File: src/rtl/dmem_port_arbiter_if.sv
// Bundle between the two requesters, the data memory port and dmem_port_arbiter.
// The master side is the requesters plus the memory; the slave side is the arbiter.
interface dmem_port_arbiter_if #(
  parameter int AW = 32
);
  logic          req0;
  logic          req1;
  logic          we0;
  logic          we1;
  logic          lock0;
  logic          lock1;
  logic [AW-1:0] addr0;
  logic [AW-1:0] addr1;
  logic [31:0]   wdata0;
  logic [31:0]   wdata1;
  logic [2:0]    funct3_0;
  logic [2:0]    funct3_1;
  logic          gnt0;
  logic          gnt1;
  logic          rvalid0;
  logic          rvalid1;
  logic [31:0]   rdata0;
  logic [31:0]   rdata1;
  logic          err0;
  logic          err1;
  logic [AW-1:0] mem_address;
  logic [31:0]   mem_write_data;
  logic [2:0]    mem_funct3;
  logic          mem_write;
  logic          mem_read;
  logic [31:0]   mem_read_data;

  modport master (
    output req0, req1, we0, we1, lock0, lock1, addr0, addr1,
           wdata0, wdata1, funct3_0, funct3_1, mem_read_data,
    input  gnt0, gnt1, rvalid0, rvalid1, rdata0, rdata1, err0, err1,
           mem_address, mem_write_data, mem_funct3, mem_write, mem_read
  );

  modport slave (
    input  req0, req1, we0, we1, lock0, lock1, addr0, addr1,
           wdata0, wdata1, funct3_0, funct3_1, mem_read_data,
    output gnt0, gnt1, rvalid0, rvalid1, rdata0, rdata1, err0, err1,
           mem_address, mem_write_data, mem_funct3, mem_write, mem_read
  );
endinterface

File: src/rtl/dmem_port_arbiter.sv
// Round-robin arbiter with short RMW locks for the single data memory port.
// Optional DMEM_ARB_ALIGN_CHECK_EN: misaligned accesses are granted but not forwarded, and flagged.
//
// state | meaning
// IDLE  | no owner; lone requester wins, contested grant goes to rr pointer
// OWN0  | requester 0 holds a lock; requester 1 blocked
// OWN1  | requester 1 holds a lock; requester 0 blocked
module dmem_port_arbiter #(
  parameter int LOCK_MAX = 4,
  parameter int AW       = 32
) (
  input logic            clk,
  input logic            rst_n,
  dmem_port_arbiter_if.slave bus
);
  localparam int CW = $clog2(LOCK_MAX + 1);

  typedef enum logic [1:0] {IDLE, OWN0, OWN1} state_t;

  state_t        state, state_nxt;
  logic          rr_ptr, rr_ptr_nxt;
  logic [CW-1:0] cnt, cnt_nxt;
  logic          gnt0, gnt1, any_gnt;
  logic          sel_we, misaligned, legal_f3;
  logic [AW-1:0] sel_addr, addr_q;
  logic [31:0]   sel_wdata, wdata_q, resp_data;
  logic [2:0]    sel_f3, f3_q;
  logic          rvalid0_q, rvalid1_q, err0_q, err1_q;
  logic [31:0]   rdata0_q, rdata1_q;

  // cnt is the number of grants already given under the current lock, so the
  // grant that would bring it to LOCK_MAX is the last one before release.
  always_comb begin
    gnt0       = 1'b0;
    gnt1       = 1'b0;
    state_nxt  = state;
    rr_ptr_nxt = rr_ptr;
    cnt_nxt    = cnt;
    if (rst_n) begin
      case (state)
        IDLE: begin
          if (bus.req0 && bus.req1) begin
            gnt0       = ~rr_ptr;
            gnt1       = rr_ptr;
            rr_ptr_nxt = ~rr_ptr;
          end else begin
            gnt0 = bus.req0;
            gnt1 = bus.req1;
          end
          if (gnt0 && bus.lock0) begin
            if (LOCK_MAX > 1) begin
              state_nxt = OWN0;
              cnt_nxt   = CW'(1);
            end else begin
              rr_ptr_nxt = 1'b1;
            end
          end else if (gnt1 && bus.lock1) begin
            if (LOCK_MAX > 1) begin
              state_nxt = OWN1;
              cnt_nxt   = CW'(1);
            end else begin
              rr_ptr_nxt = 1'b0;
            end
          end
        end
        OWN0: begin
          if (bus.req0) begin
            gnt0 = 1'b1;
            if (bus.lock0 && (cnt < CW'(LOCK_MAX - 1))) begin
              cnt_nxt = cnt + CW'(1);
            end else begin
              state_nxt  = IDLE;
              cnt_nxt    = '0;
              rr_ptr_nxt = 1'b1;
            end
          end else begin
            state_nxt = IDLE;
            cnt_nxt   = '0;
          end
        end
        OWN1: begin
          if (bus.req1) begin
            gnt1 = 1'b1;
            if (bus.lock1 && (cnt < CW'(LOCK_MAX - 1))) begin
              cnt_nxt = cnt + CW'(1);
            end else begin
              state_nxt  = IDLE;
              cnt_nxt    = '0;
              rr_ptr_nxt = 1'b0;
            end
          end else begin
            state_nxt = IDLE;
            cnt_nxt   = '0;
          end
        end
        default: begin
          state_nxt = IDLE;
          cnt_nxt   = '0;
        end
      endcase
    end
  end

  assign any_gnt   = gnt0 | gnt1;
  assign sel_we    = gnt1 ? bus.we1      : bus.we0;
  assign sel_addr  = gnt1 ? bus.addr1    : bus.addr0;
  assign sel_wdata = gnt1 ? bus.wdata1   : bus.wdata0;
  assign sel_f3    = gnt1 ? bus.funct3_1 : bus.funct3_0;

  always_comb begin
    misaligned = 1'b0;
`ifdef DMEM_ARB_ALIGN_CHECK_EN
    case (sel_f3)
      3'b001, 3'b101: misaligned = sel_addr[0];
      3'b010:         misaligned = (sel_addr[1:0] != 2'b00);
      default:        misaligned = 1'b0;
    endcase
`endif
  end

  always_comb begin
    case (sel_f3)
      3'b000, 3'b001, 3'b010, 3'b100, 3'b101: legal_f3 = 1'b1;
      default:                                legal_f3 = 1'b0;
    endcase
  end

  // Illegal size codes are still forwarded; the memory ignores them, so read data is forced to 0.
  assign resp_data = (!sel_we && legal_f3 && !misaligned) ? bus.mem_read_data : 32'h0;

  always_ff @(posedge clk) begin
    if (!rst_n) begin
      state     <= IDLE;
      rr_ptr    <= 1'b0;
      cnt       <= '0;
      rvalid0_q <= 1'b0;
      rvalid1_q <= 1'b0;
      rdata0_q  <= 32'h0;
      rdata1_q  <= 32'h0;
      err0_q    <= 1'b0;
      err1_q    <= 1'b0;
      addr_q    <= '0;
      wdata_q   <= 32'h0;
      f3_q      <= 3'b000;
    end else begin
      state     <= state_nxt;
      rr_ptr    <= rr_ptr_nxt;
      cnt       <= cnt_nxt;
      rvalid0_q <= gnt0;
      rvalid1_q <= gnt1;
      rdata0_q  <= gnt0 ? resp_data : 32'h0;
      rdata1_q  <= gnt1 ? resp_data : 32'h0;
      err0_q    <= gnt0 & misaligned;
      err1_q    <= gnt1 & misaligned;
      if (any_gnt) begin
        addr_q  <= sel_addr;
        wdata_q <= sel_wdata;
        f3_q    <= sel_f3;
      end
    end
  end

  assign bus.gnt0           = gnt0;
  assign bus.gnt1           = gnt1;
  assign bus.rvalid0        = rvalid0_q;
  assign bus.rvalid1        = rvalid1_q;
  assign bus.rdata0         = rdata0_q;
  assign bus.rdata1         = rdata1_q;
  assign bus.err0           = err0_q;
  assign bus.err1           = err1_q;
  assign bus.mem_address    = any_gnt ? sel_addr  : addr_q;
  assign bus.mem_write_data = any_gnt ? sel_wdata : wdata_q;
  assign bus.mem_funct3     = any_gnt ? sel_f3    : f3_q;
  assign bus.mem_write      = any_gnt &  sel_we & ~misaligned;
  assign bus.mem_read       = any_gnt & ~sel_we & ~misaligned;
endmodule

File: src/flat_wrapper.sv
// flat-port wrapper written by rule: the top's interface ports become plain ports
module dmem_port_arbiter_flat 
#(
  parameter int LOCK_MAX = 4,
  parameter int AW       = 32
)
  (clk, rst_n, bus_req0, bus_req1, bus_we0, bus_we1, bus_lock0, bus_lock1, bus_addr0, bus_addr1, bus_wdata0, bus_wdata1, bus_funct3_0, bus_funct3_1, bus_mem_read_data, bus_gnt0, bus_gnt1, bus_rvalid0, bus_rvalid1, bus_rdata0, bus_rdata1, bus_err0, bus_err1, bus_mem_address, bus_mem_write_data, bus_mem_funct3, bus_mem_write, bus_mem_read);
  dmem_port_arbiter_if #(.AW(AW)) bus_i ();
  input logic clk;
  input logic rst_n;
  input wire logic [$bits(bus_i.req0)-1:0] bus_req0;
  input wire logic [$bits(bus_i.req1)-1:0] bus_req1;
  input wire logic [$bits(bus_i.we0)-1:0] bus_we0;
  input wire logic [$bits(bus_i.we1)-1:0] bus_we1;
  input wire logic [$bits(bus_i.lock0)-1:0] bus_lock0;
  input wire logic [$bits(bus_i.lock1)-1:0] bus_lock1;
  input wire logic [$bits(bus_i.addr0)-1:0] bus_addr0;
  input wire logic [$bits(bus_i.addr1)-1:0] bus_addr1;
  input wire logic [$bits(bus_i.wdata0)-1:0] bus_wdata0;
  input wire logic [$bits(bus_i.wdata1)-1:0] bus_wdata1;
  input wire logic [$bits(bus_i.funct3_0)-1:0] bus_funct3_0;
  input wire logic [$bits(bus_i.funct3_1)-1:0] bus_funct3_1;
  input wire logic [$bits(bus_i.mem_read_data)-1:0] bus_mem_read_data;
  output wire logic [$bits(bus_i.gnt0)-1:0] bus_gnt0;
  output wire logic [$bits(bus_i.gnt1)-1:0] bus_gnt1;
  output wire logic [$bits(bus_i.rvalid0)-1:0] bus_rvalid0;
  output wire logic [$bits(bus_i.rvalid1)-1:0] bus_rvalid1;
  output wire logic [$bits(bus_i.rdata0)-1:0] bus_rdata0;
  output wire logic [$bits(bus_i.rdata1)-1:0] bus_rdata1;
  output wire logic [$bits(bus_i.err0)-1:0] bus_err0;
  output wire logic [$bits(bus_i.err1)-1:0] bus_err1;
  output wire logic [$bits(bus_i.mem_address)-1:0] bus_mem_address;
  output wire logic [$bits(bus_i.mem_write_data)-1:0] bus_mem_write_data;
  output wire logic [$bits(bus_i.mem_funct3)-1:0] bus_mem_funct3;
  output wire logic [$bits(bus_i.mem_write)-1:0] bus_mem_write;
  output wire logic [$bits(bus_i.mem_read)-1:0] bus_mem_read;
  assign bus_i.req0 = bus_req0;
  assign bus_i.req1 = bus_req1;
  assign bus_i.we0 = bus_we0;
  assign bus_i.we1 = bus_we1;
  assign bus_i.lock0 = bus_lock0;
  assign bus_i.lock1 = bus_lock1;
  assign bus_i.addr0 = bus_addr0;
  assign bus_i.addr1 = bus_addr1;
  assign bus_i.wdata0 = bus_wdata0;
  assign bus_i.wdata1 = bus_wdata1;
  assign bus_i.funct3_0 = bus_funct3_0;
  assign bus_i.funct3_1 = bus_funct3_1;
  assign bus_i.mem_read_data = bus_mem_read_data;
  assign bus_gnt0 = bus_i.gnt0;
  assign bus_gnt1 = bus_i.gnt1;
  assign bus_rvalid0 = bus_i.rvalid0;
  assign bus_rvalid1 = bus_i.rvalid1;
  assign bus_rdata0 = bus_i.rdata0;
  assign bus_rdata1 = bus_i.rdata1;
  assign bus_err0 = bus_i.err0;
  assign bus_err1 = bus_i.err1;
  assign bus_mem_address = bus_i.mem_address;
  assign bus_mem_write_data = bus_i.mem_write_data;
  assign bus_mem_funct3 = bus_i.mem_funct3;
  assign bus_mem_write = bus_i.mem_write;
  assign bus_mem_read = bus_i.mem_read;
  dmem_port_arbiter #(.LOCK_MAX(LOCK_MAX), .AW(AW)) u_core (.clk(clk), .rst_n(rst_n), .bus(bus_i));
endmodule
File: config.mk
export PLATFORM = sky130hd
export DESIGN_NAME = dmem_port_arbiter_flat
export DESIGN_NICKNAME = d
export VERILOG_FILES = /design/src/rtl/dmem_port_arbiter_if.sv /design/src/rtl/dmem_port_arbiter.sv /design/src/flat_wrapper.sv
export SDC_FILE = /design/constraint.sdc
export NUM_CORES = 1
export LEC_CHECK = 0
export CORE_MARGIN = 5
export CORE_UTILIZATION = 36
export CTS_BUF_LIST = sky130_fd_sc_hd__clkbuf_4
export DETAILED_ROUTE_END_ITERATION = 8
export PLACE_DENSITY = 0.83
export SYNTH_ARGS = -nofsm -noshare
export SYNTH_HDL_FRONTEND = slang
export SYNTH_SLANG_ARGS = --single-unit
File: constraint.sdc
create_clock -name clk -period 3.2 [get_ports clk]
set_clock_uncertainty 0.05 [all_clocks]
set_input_delay 0.8 -clock clk [delete_from_list [all_inputs] [get_ports clk]]
set_output_delay 0.8 -clock clk [all_outputs]
set_load 0.01 [all_outputs]
==> reports/metrics.yaml <==
outcome: "finished, violations left"
violations: "negative setup slack"
cts.htree.levels: 4
path_clk_slew_ns: 0.15
power_density_mw_per_mm2: 508
slew_viol_final: 0
clkLatencyLatePin_ns: 0.54
crit_arrival_ns: 2.49
critical_path_class: "reg2out"
nets: 1288
die_w_um: 139
tritoncts.num_buffers: 17
ys_seq_area_share_pct: 46.3
die-area_sq_mm: 0.0194
core_sq_mm: 0.0165
critical-path-max-stage-delay_ns: 0.38
yosys_register_bits: 139
worst-path-stages: 11
grt_pass1_vias: 7077
p_leak_nw: 4.88
cts_root_buf: "clkbuf_4"
setup_ws_ns: -0.136
synth_ff_type: "dfxtp_1"
hold-path-cell-count: 2
synth_edf_count: 0
wirelength_um: 27000
worst_pin_slew_ns: 0.676
gp_congestion: 0.839
antenna_left: 0
layout-drive-gt1-share_pct: 41.9
grt_use_total_pct: 24.3
cts_tree: "built"
slew_headroom_pct: 54.5
setup_tns_ns: -4.24
synth.area.top_cells: "dfxtp_1, mux2i_1, a211oi_1"
route.detailed.drc: 0
worstPathRequired_ns: 2.35
fin_crit_sh_pct: 104
setup_viol: 65
initial_core_util_pct: 36.5
finalCriticalPeriod_ns: 3.34
post_drt_wl_per_cell_um: 20.1
grt.overflow.total: 0
finalPower_mw: 6.15
critical_path.max_fanout: 6
num_vias: 7062
synthCells: 631
hp-class: "reg2reg"
max_freq_ghz: 0.300
synth_cell_type_count: 40
cp_num_buf_inv: 6
syn_avg_cell_area_sq_um: 9.53
die_y_um: 139
path_cells: "inv_4, ha_4, a21boi_4, o211ai_4, buf_12, buf_8, buf_16, buf_6, mux2i_2, a21oi_1, buf_2"
synth_top_area_share_pct: 46.3
synth_area_leader_cell: "dfxtp_1"
reg2reg_depth: 9
syn2layout_area_growth_pct: 101
antenna_found_initial: 2
fillCellCount: 1093
cp-start-kind: "flop"
yosys_warnings: 0
maxCapViolations: 0
top_level_ports: 313
initialDrtViolationCount: 338
async_flop_share_pct: 0
crit_family: "buffers and inverters"
hold_violations: 0
reg2reg_slack_ns: 0.65
grt_max_degree: 48
vdd_drop_max_uv: 314
drtPass1Iterations: 5
slowest_stage: "dfxtp_2"
setup.worst_path.end_class: "output port"
row_count: 47
via_per_inst: 5.25
grt_pass1_wl_um: 37700
clock-sinks: 139
rsz0062_at_grt: "yes"
dp_hpwl_um: 16300
io_buffers: 310
clock_path_buffers: 2
synth_area_sq_mm: 0.00602
ys_top_cells_by_count: "dfxtp_1, a21oi_1, a211oi_1"
synth.most_common_cell: "dfxtp_1"
==> power by group <==
part	switching, mW	internal, mW	leakage (nW)
Sequential	0.129	1.91	1.14
Combinational	1.33	1.60	3.60
Clock	0.767	0.412	0.145
Total	2.23	3.92	4.88
==> cells in the final DEF, fill, tap and decap left out, types with 3 or more instances in the layout <==
cell / count
inv_6: 6
buf_8: 9
buf_2: 69
a211oi_1: 71
buf_6: 12
clkdlybuf4s50_1: 236
buf_4: 160
clkbuf_4: 17
nand3_1: 4
nor2b_1: 3
a21oi_1: 29
dfxtp_1: 137
dlygate4sd2_1: 3
inv_1: 37
buf_16: 6
diode_2: 3
mux2i_2: 10
o21ai_0: 5
clkinvlp_4: 3
nor2_1: 33
mux2i_4: 57
nand2b_1: 3
buf_12: 16
clkbuf_16: 4
nor3_1: 67
a21oi_2: 44
a211oi_2: 28
nand2_1: 6
==> per-layer routing <==
metal  share of wire, %  global-route usage (%)  vias to the layer above
li1                   -                       -                     3261
met1                 37                    27.7                     3333
met2                 51                    43.3                      391
met3                8.7                    7.34                       77
met4                3.7                    8.14                        0
met5                  0                       0                        -
==> flip-flops by register name, summed over array words and instances (netlist names) <==
register / cells
u_core.state: 2
u_core.f3_q: 3
u_core.bus.rdata0: 32
u_core.wdata_q: 32
u_core.cnt: 3
u_core.bus.rvalid1: 1
u_core.bus.rdata1: 32
u_core.addr_q: 32
u_core.rr_ptr: 1
u_core.bus.rvalid0: 1
==> timing repair <==
item,CTS,global route
pin swaps,60,8
buffers inserted,64,12
hold buffers,0,0
gates resized for setup,412,111
endpoints found under the setup margin,71,71
gates cloned,8,4
==> cell type report <==
| type | instances | area, sq um | area share (%) |
|---|---|---|---|
| timing repair buffer | 518 | 4860 | 40.1 |
| inverter | 41 | 159 | 1.31 |
| clock inverter | 15 | 155 | 1.28 |
| sequential | 139 | 2790 | 23.0 |
| multi-input combinational | 392 | 3740 | 30.9 |
| clock buffer | 17 | 128 | 1.05 |
| tap | 220 | 275 | 2.27 |
| antenna | 3 | 7.51 | 0.0620 |
==> stage by stage <==
step / cell area, sq um / utilization (%) / hold WS [ns] / cells / setup slack (ns)
6_report: 12100 / 73.6 / 0.427 / 1345 / -0.136
5_1_grt: 12100 / 73.6 / 0.452 / 1345 / -0.257
4_1_cts: 11400 / 69.1 / 0.434 / 1330 / -0.142
3_5_place_dp: 10100 / 61.6 / 0.417 / 1226 / -0.635
3_3_place_gp: 10100 / 61.6 / 0.400 / 1226 / -0.631
2_1_floorplan: 6020 / - / 0.386 / 632 / 0.513
==> worst paths after layout <==
check                                      from              endpoint
worst max register to register  u_core.state[1]  u_core.bus.rdata0[1]
worst min-delay path              u_core.cnt[2]         u_core.cnt[2]
worst max-delay path            u_core.state[1]    bus_mem_address[5]
worst min register to register    u_core.cnt[2]         u_core.cnt[2]
==> cells by family (layout without fill, tap and decap cells) <==
kind of cell    count (synthesis)  after routing  share of synthesized area (%)
simple gates                  128            128                           10.4
buf+inv                       101            591                           7.92
mux                            69             69                           11.5
fa+ha+maj                       5              5                           1.04
compound gates                188            188                           22.8
other cells                     1              5                         0.0623
flops                         139            139                           46.3
==> worst register-to-register path, cell delays in order, from the launching register on <==
cell and delay (ns):
dfxtp_2 0.37, inv_4 0.08, ha_4 0.14, buf_4 0.16, a21oi_4 0.08, buf_4 0.15, buf_6 0.17, or4b_2 0.68
buf_12 0.19, a211oi_1 0.36
No activity file was read; power rests on OpenSTA's default activity.
